## config.mk

```make
export PLATFORM = sky130hd
export DESIGN_NAME = conv_window_gen
export DESIGN_NICKNAME = d
export VERILOG_FILES = /design/src/rtl/conv_window_gen.sv
export SDC_FILE = /design/constraint.sdc
export NUM_CORES = 1
export LEC_CHECK = 0
export ABC_AREA = 1
export CAP_MARGIN = 40
export CORE_UTILIZATION = 30
export CTS_BUF_LIST = sky130_fd_sc_hd__clkbuf_4 sky130_fd_sc_hd__clkbuf_8
export DETAILED_ROUTE_END_ITERATION = 6
export GPL_ROUTABILITY_DRIVEN = 0
export SLEW_MARGIN = 20
export SYNTH_ARGS = -nofsm -noshare
export SYNTH_HDL_FRONTEND = slang
export SYNTH_SLANG_ARGS = --single-unit
```

## constraint.sdc

```tcl
create_clock -name clk -period 5.85 [get_ports clk]
set_input_delay 0.585 -clock clk [delete_from_list [all_inputs] [get_ports clk]]
set_output_delay 0.585 -clock clk [all_outputs]
set_load 0.05 [all_outputs]
```

## src/rtl/conv_window_gen.sv

```systemverilog
// conv_window_gen: turns a raster 8-bit pixel stream into 3x3 windows for the matrix multiplier,
// pulsing mm_start per window and stalling the stream until mm_done. Option: CONV_WINDOW_STRIDE2_EN.
module conv_window_gen #(
    parameter int unsigned IMG_W = 8,
    parameter int unsigned IMG_H = 8
) (
    input  logic                     clk,
    input  logic                     reset_n,
    input  logic [7:0]               pix_in,
    input  logic                     pix_valid,
    input  logic                     pix_sof,
    output logic                     pix_ready,
    output logic [8:0][7:0]          window,
    output logic [$clog2(IMG_H)-1:0] win_row,
    output logic [$clog2(IMG_W)-1:0] win_col,
    output logic                     mm_start,
    input  logic                     mm_done,
    output logic                     frame_done
);

    localparam int unsigned RW = $clog2(IMG_H);
    localparam int unsigned CW = $clog2(IMG_W);
    localparam logic [RW-1:0] ROW_LAST = RW'(IMG_H - 1);
    localparam logic [CW-1:0] COL_LAST = CW'(IMG_W - 1);

    localparam logic [1:0] S_FILL  = 2'd0;
    localparam logic [1:0] S_ISSUE = 2'd1;
    localparam logic [1:0] S_WAIT  = 2'd2;

    logic [1:0]       state_q, state_d;
    logic [RW-1:0]    row_q, row_d;
    logic [CW-1:0]    col_q, col_d;
    logic [8:0][7:0]  shift_q, shift_d;
    logic [8:0][7:0]  window_q, window_d;
    logic [RW-1:0]    win_row_q, win_row_d;
    logic [CW-1:0]    win_col_q, win_col_d;
    logic             last_q, last_d;
    logic             frame_done_q, frame_done_d;

    logic [7:0]       lb_top_q [IMG_W];
    logic [7:0]       lb_mid_q [IMG_W];

    logic             accept;
    logic [RW-1:0]    cur_row;
    logic [CW-1:0]    cur_col;
    logic [7:0]       top_pix;
    logic [7:0]       mid_pix;
    logic             win_ok;
    logic             at_final;

    assign accept   = pix_valid && (state_q == S_FILL);
    assign cur_row  = pix_sof ? '0 : row_q;
    assign cur_col  = pix_sof ? '0 : col_q;
    assign top_pix  = lb_top_q[cur_col];
    assign mid_pix  = lb_mid_q[cur_col];
    assign at_final = (cur_row == ROW_LAST) && (cur_col == COL_LAST);

`ifdef CONV_WINDOW_STRIDE2_EN
    // row-2 and col-2 share parity with row and col
    assign win_ok = (cur_row >= RW'(2)) && (cur_col >= CW'(2)) && !cur_row[0] && !cur_col[0];
`else
    assign win_ok = (cur_row >= RW'(2)) && (cur_col >= CW'(2));
`endif

    always_comb begin
        state_d      = state_q;
        row_d        = row_q;
        col_d        = col_q;
        shift_d      = shift_q;
        window_d     = window_q;
        win_row_d    = win_row_q;
        win_col_d    = win_col_q;
        last_d       = last_q;
        frame_done_d = 1'b0;

        case (state_q)
            S_FILL: begin
                if (pix_valid) begin
                    for (int unsigned r = 0; r < 3; r++) begin
                        shift_d[r*3 + 0] = shift_q[r*3 + 1];
                        shift_d[r*3 + 1] = shift_q[r*3 + 2];
                    end
                    shift_d[2] = top_pix;
                    shift_d[5] = mid_pix;
                    shift_d[8] = pix_in;

                    if (cur_col == COL_LAST) begin
                        col_d = '0;
                        row_d = (cur_row == ROW_LAST) ? '0 : cur_row + RW'(1);
                    end else begin
                        col_d = cur_col + CW'(1);
                        row_d = cur_row;
                    end

                    if (win_ok) begin
                        window_d  = shift_d;
                        win_row_d = cur_row - RW'(2);
                        win_col_d = cur_col - CW'(2);
                        last_d    = at_final;
                        state_d   = S_ISSUE;
                    end
`ifdef CONV_WINDOW_STRIDE2_EN
                    else if (at_final) begin
                        // frame ends on a skipped position: nothing left to wait for
                        frame_done_d = 1'b1;
                    end
`endif
                end
            end
            S_ISSUE: state_d = S_WAIT;
            S_WAIT: begin
                if (mm_done) begin
                    state_d      = S_FILL;
                    frame_done_d = last_q;
                end
            end
            default: state_d = S_FILL;
        endcase
    end

    always_ff @(posedge clk or negedge reset_n) begin
        if (!reset_n) begin
            state_q      <= S_FILL;
            row_q        <= '0;
            col_q        <= '0;
            shift_q      <= '0;
            window_q     <= '0;
            win_row_q    <= '0;
            win_col_q    <= '0;
            last_q       <= 1'b0;
            frame_done_q <= 1'b0;
        end else begin
            state_q      <= state_d;
            row_q        <= row_d;
            col_q        <= col_d;
            shift_q      <= shift_d;
            window_q     <= window_d;
            win_row_q    <= win_row_d;
            win_col_q    <= win_col_d;
            last_q       <= last_d;
            frame_done_q <= frame_done_d;
        end
    end

    // line buffers hold pixel data only and are deliberately left out of reset
    always_ff @(posedge clk) begin
        if (accept) begin
            lb_top_q[cur_col] <= mid_pix;
            lb_mid_q[cur_col] <= pix_in;
        end
    end

    assign pix_ready  = (state_q == S_FILL);
    assign mm_start   = (state_q == S_ISSUE);
    assign window     = window_q;
    assign win_row    = win_row_q;
    assign win_col    = win_col_q;
    assign frame_done = frame_done_q;

endmodule

```

==> qor.yml <==
setup_viol_count_final: 0
crit_chain: "clkdlybuf4s50_1 -> inv_2 -> nand2_2 -> nor2_1 -> ha_1 -> inv_1 -> nor2_1 -> nand3_1 -> o211ai_1"
dr.pass1.iters: 6
grt_pass1_vias: 7155
dp_hpwl_mm: 15.7
fp.dieW_um: 190
worstSetupStartpoint: "pix_sof"
drt_iter0_drc: 575
fin_cells: 1673
power_switching_uw: 1540
clk_pin_slew_ps: 60
die-area_um2: 36200
final-hold-violation-count: 0
worstPathMaxFanout: 35
final_area_um2: 12900
synth_cells: 1081
finClkSkew_ps: 22.3
ys_ff_latch: 264
regArea_um2: 7250
clockBufferDepth: 3
synth_top_family_by_area: "simple AND/OR/NAND/NOR gates"
multi_input_area_um2: 2800
seqPwrFrac: 0.479
power_density_nw_per_um2: 376
port_buffers: 93
timing.fmax_mhz: 285
regToRegEndpoint: "lb_top_q[7][3]"
p_sw_frac: 0.317
synthAdderAreaFrac: 0.00471
cpMostUsedCell: "nor2_1"
drive_above_1_share: 0.0846
post-route-period-util: 0.599
avgSynthCellArea_um2: 9.83
synth_cell_types: 26
grt_start_max_net_pins: 60
dp.cells: 1600
grt_usage: 0.141
dieHeight_um: 190
cts.sinks: 264
fin_setup_tns_ps: 0
pin_count: 94
numCtsBuffers: 41
worstHoldPathCells: 2
worst_pin_slew_ps: 822
syn_nets: 1098
total_power_uw: 4860
synthXorXnorAreaFrac: 0
synth_compound_area_frac: 0.0219
yosys-mux-area-fraction: 0
post_cts_buffers: 0
maxCapViolCount: 0
min_to: "window[24]"
ys_warn_count: 0
p_comb_frac: 0.213
final_nets: 1207
p_clk_frac: 0.308
min_from: "shift_q[32]"
cts_root_buf: "clkbuf_8"
cts-htree-levels: 2
timing.hold.ws_ps: 466
grt.overflow.total: 0
routedWlPerCell_um: 15.1
worst-setup-path-type: "in2reg"
critical_path_buf_inv_count: 3
reg2reg_depth: 7
rsz0062_at_grt: "false"
critical_path_arrival_ps: 3950
num_vias: 7464
slew_headroom: 0.450
reg2reg_slack_ps: 3050
min_period_ps: 3500
coreArea_um2: 34700
internal-power_uw: 3320
worstSkewPairLatency_ps: 540
status: "complete, no violations"
cp_top_family: "simple AND/OR/NAND/NOR gates"
antennaDiodeCount: 0
start_util: 0.306
grt_pass1_wl_mm: 39.9
routed_via_density: 4.46
total_leakage_power_uw: 0.00598
ant_nets: 0
antenna_found_initial: 0
slew_viol_final: 0
worst-endpoint-required_ps: 6300
yosysSeqAreaShare: 0.682
slowest_stage: "nor2_1"
regToRegStartpoint: "col_q[0]"
cts_tree: "done"
areaGrowthSynthToFinish_pct: 21.7
worstSetupStartpointType: "input pin"
synthesis.area_um2: 10600
postCtsResizedCells: 0
ir_drop_mv: 0.220
finalWirelength_mm: 25.3
drc: 0
holdCritPathClass: "reg2reg"
fillers: 3455
synth-simple-area-share: 0.235
cp-end-kind: "flip-flop"
rows: 68
placed_area_um2: 12100
cp_slowest_stage_delay_ps: 740
[layout make-up]
| class | count | area share |
|---|---|---|
| Multi-Input combinational cell | 674 | 0.216 |
| Clock inverter | 10 | 0.00367 |
| Clock buffer | 61 | 0.0581 |
| Timing Repair Buffer | 116 | 0.0911 |
| Sequential cell | 264 | 0.560 |
| Tap cell | 455 | 0.0440 |
| Inverter | 93 | 0.0270 |
[timing repair]
item                                   CTS  global route
setup endpoints to repair                0             0
hold buffers                             1             0
endpoints found under the hold margin   41             0
[how the worst max path moves through the flow]
stage	to	slack (ps)	depth (start not counted)
after floorplan	lb_mid_q[3][0]	2210	5
after global placement	window[16]	1740	9
after detailed placement	row_q[1]	1800	9
after CTS	row_q[1]	2370	9
after global routing	window[20]	2170	10
final	row_q[1]	2350	9
[per-stage QoR]
| step | worst slack (ps) | util |
|---|---|---|
| floorplan | 2210 | - |
| global placement | 1740 | 0.346 |
| detailed placement | 1800 | 0.349 |
| CTS | 2370 | 0.373 |
| global route | 2170 | 0.373 |
| finish | 2350 | 0.373 |
[cell families (layout without fill, tap and decap cells)]
group / Yosys count / after routing
compound gates: 45 / 45
fa+ha+maj: 4 / 4
buf+inv: 143 / 280
flops: 264 / 264
simple gates: 625 / 625
[cell usage after synthesis (all sizes together)]
master,n,share of area
nand2,493,0.17
dfrtp,136,0.32
edfxtp,128,0.36
nand3,100,0.048
inv,93,0.033
o21ai,39,0.018
buf,36,0.019
nor2,29,0.011
clkbuf,14,0.0049
ha,4,0.0047
a21oi,3,0.0014
and2,1,0.00059
nand4,1,0.00059
nor4,1,0.00059
o211ai,1,0.00071
o21bai,1,0.00071
o31ai,1,0.00071
[state kept, by name, indices dropped and copies added, names as in the netlist, 2 cells and up]
register	count
shift_q	48
win_col	3
lb_top_q	64
col_q	3
win_row	3
window	72
row_q	3
lb_mid_q	64
state_q	2
[cell usage in the layout (no fill, tap or decap), types with 2 or more instances in the layout]
cell,count
nor2_1,26
nand2_1,490
ha_1,4
nand3_1,99
dfrtp_1,136
o21ai_0,20
buf_16,3
nor2_2,2
inv_2,5
clkbuf_4,14
o21ai_1,19
clkdlybuf4s50_1,92
clkinv_2,5
buf_6,2
nand2_2,3
inv_1,88
clkinv_1,4
a21oi_1,3
clkbuf_8,47
buf_4,17
edfxtp_1,128
[routing by layer]
metal	part of all wire	vias up	wire, µm	GRT usage
met4	0.024	0	616	0.0486
met3	0.058	54	1470	0.0296
met5	0	-	0	0
met1	0.46	3554	11600	0.194
li1	-	3655	-	-
met2	0.46	201	11600	0.222
[worst min-delay path, delay by kind of cell, from the launching register on]
family	cells	cell delay [ps]
AND/OR/NAND/NOR	2	90
flip-flops	1	340
[power by group through the flow]
stage               combinational [µW]  sequential, µW  clock [µW]
global route                      1120            2350        1630
global placement                  1020            2360           0
finish                            1040            2330        1500
detailed placement                1040            2360           0
CTS                               1050            2330        1540
floorplan                          349            2650           0
Power figures use the tool's default switching activity.
